## src/rtl/fifo_uart_tx.sv

```systemverilog
// FIFO-fed UART transmitter: pops one byte per frame and sends a start bit, 8 data bits
// LSB first, an optional even-parity bit and one stop bit on an idle-high line.
module fifo_uart_tx #(
  parameter int CLKS_PER_BIT = 16,
  parameter int PARITY_EN    = 0
) (
  input  logic       clk,
  input  logic       rst,
  input  logic       en,
  input  logic       fifo_empty,
  input  logic [7:0] fifo_data,
  output logic       fifo_rd_en,
  output logic       tx,
  output logic       busy,
  output logic [7:0] byte_count
);

  localparam int CW = (CLKS_PER_BIT > 2) ? $clog2(CLKS_PER_BIT) : 1;
  localparam logic [CW-1:0] BAUD_LAST = CW'(CLKS_PER_BIT - 1);

  typedef enum logic [2:0] {IDLE, FETCH, LOAD, START, DATA, PARITY, STOP} state_t;

  state_t        state, state_nx;
  logic [CW-1:0] baud_cnt, baud_nx;
  logic [2:0]    bit_idx, bit_nx;
  logic [7:0]    shift_reg, shift_nx;
  logic          parity_bit, parity_nx;
  logic          tx_nx;
  logic          bit_end;
  logic          frame_done;

  assign bit_end    = (baud_cnt == BAUD_LAST);
  assign fifo_rd_en = (state == FETCH);
  assign busy       = (state != IDLE);

  always_comb begin
    state_nx   = state;
    baud_nx    = baud_cnt;
    bit_nx     = bit_idx;
    shift_nx   = shift_reg;
    parity_nx  = parity_bit;
    frame_done = 1'b0;
    case (state)
      IDLE: begin
        baud_nx = '0;
        if (en && !fifo_empty) state_nx = FETCH;
      end
      FETCH: state_nx = LOAD;
      LOAD: begin
        shift_nx  = fifo_data;
        parity_nx = ^fifo_data;
        baud_nx   = '0;
        bit_nx    = '0;
        state_nx  = START;
      end
      START: begin
        if (!bit_end) baud_nx = baud_cnt + CW'(1);
        else begin
          baud_nx  = '0;
          state_nx = DATA;
        end
      end
      DATA: begin
        if (!bit_end) baud_nx = baud_cnt + CW'(1);
        else begin
          baud_nx  = '0;
          shift_nx = {1'b0, shift_reg[7:1]};
          if (bit_idx == 3'd7) begin
            bit_nx   = '0;
            state_nx = (PARITY_EN != 0) ? PARITY : STOP;
          end else begin
            bit_nx = bit_idx + 3'd1;
          end
        end
      end
      PARITY: begin
        if (!bit_end) baud_nx = baud_cnt + CW'(1);
        else begin
          baud_nx  = '0;
          state_nx = STOP;
        end
      end
      STOP: begin
        if (!bit_end) baud_nx = baud_cnt + CW'(1);
        else begin
          baud_nx    = '0;
          frame_done = 1'b1;
          state_nx   = IDLE;
        end
      end
      default: state_nx = IDLE;
    endcase
  end

  // tx is registered, so it is decoded from the state the FSM is about to enter
  always_comb begin
    tx_nx = 1'b1;
    case (state_nx)
      START:   tx_nx = 1'b0;
      DATA:    tx_nx = shift_nx[0];
      PARITY:  tx_nx = parity_nx;
      default: tx_nx = 1'b1;
    endcase
  end

  always_ff @(posedge clk or posedge rst) begin
    if (rst) begin
      state      <= IDLE;
      baud_cnt   <= '0;
      bit_idx    <= '0;
      shift_reg  <= '0;
      parity_bit <= 1'b0;
      tx         <= 1'b1;
      byte_count <= '0;
    end else begin
      state      <= state_nx;
      baud_cnt   <= baud_nx;
      bit_idx    <= bit_nx;
      shift_reg  <= shift_nx;
      parity_bit <= parity_nx;
      tx         <= tx_nx;
      if (frame_done) byte_count <= byte_count + 8'd1;
    end
  end

endmodule
```

## config.mk

```make
export PLATFORM = sky130hd
export DESIGN_NAME = fifo_uart_tx
export DESIGN_NICKNAME = d
export VERILOG_FILES = /design/src/rtl/fifo_uart_tx.sv
export SDC_FILE = /design/constraint.sdc
export NUM_CORES = 1
export LEC_CHECK = 0
export ABC_AREA = 1
export CORE_ASPECT_RATIO = 1.2
export CORE_MARGIN = 4
export CORE_UTILIZATION = 45
export DETAILED_ROUTE_END_ITERATION = 6
export PLACE_DENSITY = 0.68
export RECOVER_POWER = 100
export SYNTH_ARGS = -nofsm -noshare
export SYNTH_HDL_FRONTEND = slang
export SYNTH_SLANG_ARGS = --single-unit
export TNS_END_PERCENT = 100
```

## constraint.sdc

```tcl
create_clock -name clk -period 1.6 [get_ports clk]
set_input_delay 0.32 -clock clk [delete_from_list [all_inputs] [get_ports clk]]
set_output_delay 0.32 -clock clk [all_outputs]
set_load 0.1 [all_outputs]
```

# Word-level counts from Yosys, hierarchy flattened

Cells that the tools add are included.

$add $sub $neg: 3
Eq/ne operators: 12
Muxes and demuxes: 18
Reductions and logical operators: 10

Operator list:

| cell                                                             | count |
|---|---|
| 3-bit 2-to-1 mux                                                 | 8 |
| 3-bit one-hot mux with 7 select lines                            | 1 |
| 3-bit == test (second input constant)                            | 6 |
| 8-bit one-hot mux with 2 select lines                            | 1 |
| 3-bit by 2-bit == test with 1-bit output (second input constant) | 3 |
| 8-bit by 1-bit adder with 8-bit output (second input constant)   | 1 |
| 8-bit 2-to-1 mux                                                 | 1 |
| 4-bit one-hot mux with 2 select lines                            | 1 |
| 8-bit parity                                                     | 1 |
| 3-bit one-hot mux with 2 select lines                            | 1 |
| 4-bit by 1-bit adder with 4-bit output (second input constant)   | 1 |
| 4-bit == test (second input constant)                            | 1 |
| 4-bit 2-to-1 mux                                                 | 1 |
| 2-bit nonzero test                                               | 2 |
| 4-bit OR reduction                                               | 1 |
| 3-bit by 1-bit adder with 3-bit output (second input constant)   | 1 |
| 3-bit by 1-bit == test with 1-bit output (second input constant) | 1 |
| 3-bit zero test                                                  | 1 |
| 1-bit 2-to-1 mux                                                 | 3 |
| 1-bit one-hot mux with 3 select lines                            | 1 |
| 3-bit nonzero test                                               | 1 |
| 2-bit != test (second input constant)                            | 1 |
| 2-bit AND reduction                                              | 1 |
| 2-bit OR reduction                                               | 1 |
| other kinds (2)                                                  | 2 |

Register bits: 28
Logic and storage cells: 51

# Depth between registers and ports, before layout

Depth after elaboration: 6
Depth in mapped cells: 11
Gate-level depth less buffers: 11

# Worst setup path after synthesis

OpenSTA, ideal clock, no wires.

Kind: register to output
From: register state[1]
To: output port fifo_rd_en
Data arrival time: 1.819 ns
Required time: 1.280 ns
Path slack: -0.539 ns
Stages on the path, launching flop included: 4
Cells stage by stage: dfrtp_1 inv_2 nand2_1 nor2_1

Longest elaborated chain between the ends: 1

RTL lines:

| item                                     | RTL line | text |
|---|---|---|
| from (decl)                              | 23       | `state_t state, state_nx;` |
| from (signal assigned)                   | 116      | `state <= state_nx;` |
| 3-bit by 1-bit == test with 1-bit output | 33       | `assign fifo_rd_en = (state == FETCH);` |
| to (decl)                                | 12       | `output logic fifo_rd_en,` |

No other way between the ends.

# Worst setup path after layout

From: register state[0]
To: output port fifo_rd_en

Same word-level chain as after synthesis.

==> results.py <==
metrics = {
    "status": {
        "outcome": "finished, final reports clean",
    },
    "placement": {
        "io_buffers": 22,
        "placed_area_um2": 2040,
        "gp_congestion": 0.865,
        "dp_hpwl_um": 2430,
    },
    "logic_synthesis": {
        "synth_fp_nets": 216,
        "synth_cells": 200,
        "synth.distinct_cells": 30,
        "syn_avg_cell_area_um2": 8.07,
        "synthesis.area_um2": 1610,
        "ys_seq_area_share_pct": 43.5,
        "synth.ff_latch_count": 28,
        "ys_warn_count": 0,
    },
    "power_and_ir_drop": {
        "p_comb_share_pct": 8.7,
        "ir_drop_uv": 395,
        "p_switching_uw": 303,
        "power_density_nw_per_um2": 636,
        "power.internal_uw": 1110,
        "leakagePower_uw": 0.00112,
        "swShare_pct": 21.4,
        "p_clk_share_pct": 39.8,
        "seqPwrFrac_pct": 51.5,
        "power_uw": 1420,
    },
    "detailed_routing": {
        "wire_per_inst_um": 12.8,
        "drtIter0Drc": 68,
        "first_pass_iters": 4,
        "drc": 0,
        "vias": 1405,
        "via_per_inst": 5.09,
        "drtAntennaViolNets": 0,
        "routed_wl_um": 3520,
    },
    "cells_and_area": {
        "drive_above_1_share_pct": 28.5,
        "area_delta_synth_final_pct": 37.8,
        "diodes": 0,
        "design_area_um2": 2220,
        "final_util_pct": 65.5,
        "finalNetCount": 256,
    },
    "clock_network": {
        "cts.htree.levels": 1,
        "clock-sinks": 28,
        "root_buffer": "clkbuf_8",
        "numCtsBuffers": 3,
        "cts.reportedPaths.clkPinSlew_ps": 100,
        "cts-hold-fix-buffers": 0,
        "clk_path_buf_depth": 2,
        "cts_tree": "yes",
        "clk_latency_ps": 280,
    },
    "floorplanning": {
        "fp.dieH_um": 73.6,
        "std_cell_rows": 23,
        "ios": 23,
        "die_w_um": 62.7,
        "core_um2": 3400,
        "die-area_um2": 4610,
        "initial_core_util_pct": 47.5,
    },
    "sta": {
        "worstMarginPinSlew_ps": 684,
        "fin_crit_sh_pct": 97.9,
        "setup_violations": 0,
        "hold_viol_final": 0,
        "rsz0062_at_grt": "yes",
        "worst_hold_slack_ps": 488,
        "min_period_ps": 1570,
        "slew_violations": 0,
        "clock_skew_ps": 2.91,
        "fmax_ghz": 0.638,
        "relSlewSlack_pct": 54.4,
    },
    "worst_setup_path": {
        "worst-setup-path-type": "flop to output pin",
        "worstPathMaxFanout": 5,
        "worstPathRequired_ps": 1280,
        "critPathLaunchType": "flop",
        "crit_path_end_kind": "output pin",
        "crit_arrival_ps": 1250,
    },
    "job": {
        "max_cap_violations": 0,
    },
    "grt": {
        "grt_pass1_wl_um": 6140,
        "grt_max_degree": 29,
        "antenna_found_initial": 0,
        "track_usage_pct": 16.5,
        "grt.overflow.total": 0,
        "grt_pass1_vias": 1428,
    },
    "min_path": {
        "hold_path.class": "flop to flop",
    },
}
==> area by class of cell <==
class                      instances  area (um^2)
clock inverter                     1         30.0
sequential                        28          709
timing repair buffer              37          435
multi-input combinational        142          855
clock buffer                       3         41.3
tap                               37         46.3
inverter                          28          108
fill                             283         1170
==> routing by layer <==
layer	vias up	share of wire, %	track usage (%)
li1	721	-	-
met1	654	43	20.4
met2	23	52	28.2
met3	7	3.7	3.67
met4	0	1.7	6.62
met5	-	0	0
==> synth_stat cells, drive strengths merged <==
cell,instances,area (um^2)
mux2,1,11.3
o22ai,1,6.26
o21ai,5,25.0
nand2,67,259
ha,4,50.1
o32ai,1,8.76
nand3,16,103
a22oi,5,37.5
inv,28,105
dfrtp,27,676
xnor2,1,8.76
a21boi,1,7.51
nor3,1,16.3
xor2,7,61.3
a22o,2,17.5
or2,2,12.5
nand3b,1,7.51
a21oi,2,10.0
dfstp,1,26.3
nor2,18,100
nand4,3,18.8
o31ai,3,22.5
buf,2,15.0
o221ai,1,8.76
==> logic make-up (layout without fill, tap and decap cells) <==
| family | count (synthesis) | after routing | share of synthesized area (%) |
|---|---|---|---|
| buffers and inverters | 30 | 69 | 7.44 |
| AOI/OAI and AO/OA | 21 | 21 | 8.92 |
| and+or+nand+nor | 108 | 108 | 32.0 |
| xor gates and xnor gates | 8 | 8 | 4.34 |
| adders and majority gates | 4 | 4 | 3.10 |
| DFF | 28 | 28 | 43.5 |
| muxes | 1 | 1 | 0.698 |
==> critical path, stage by stage, from the launching register on <==
cell and delay [ps]:
dfrtp_2 480, buf_6 130, nand2_4 50, nor2_4 120, buf_12 180
==> cells in the final DEF, fill, tap and decap left out, types with 3 or more instances in the layout <==
cell,n
a22oi_1,5
buf_12,10
buf_4,12
clkbuf_8,3
clkdlybuf4s50_1,10
dfrtp_1,21
dfrtp_2,6
inv_1,22
inv_2,5
nand2_1,61
nand2_2,4
nand3_1,13
nand4_1,3
nor2_1,9
nor2_2,3
nor2_4,6
o21ai_0,5
o31ai_1,3
xor2_1,7
==> through the flow <==
step	std cells	setup slack [ps]	TNS, ps
6_report	276	33.5	0
5_1_grt	276	-62.3	-191
4_1_cts	269	8.17	0
3_5_place_dp	265	30.6	0
3_3_place_gp	265	66.2	0
2_1_floorplan	200	-82.0	-82.0
==> what timing repair did <==
| action | 4_1_cts | 5_1_grt |
|---|---|---|
| resized for setup | 2 | 17 |
| setup buffers | 0 | 7 |
| endpoints found under the setup margin | 2 | 9 |
| pin swaps | 0 | 4 |
==> power by group through the flow <==
stage / clock network, uW / logic [uW] / registers, uW
3_3_place_gp: 0 / 125 / 743
2_1_floorplan: 0 / 63.2 / 750
3_5_place_dp: 0 / 127 / 743
5_1_grt: 608 / 143 / 731
4_1_cts: 579 / 127 / 729
6_report: 563 / 123 / 729
==> path summary, 6_finish.rpt <==
path | start | endpoint | slack [ps] | cells after the start
hold reg to reg | shift_reg[1] | shift_reg[1] | 490 | 2
setup / recovery | state[0] | fifo_rd_en | 30 | 4
max in group asynchronous | rst | byte_count[1] | 460 | 3
min in group asynchronous | rst | shift_reg[3] | 660 | 3
hold / removal | shift_reg[1] | shift_reg[1] | 490 | 2
setup reg to reg | state[0] | tx | 80 | 10
Note: power is estimated with default switching activity, not from simulation.
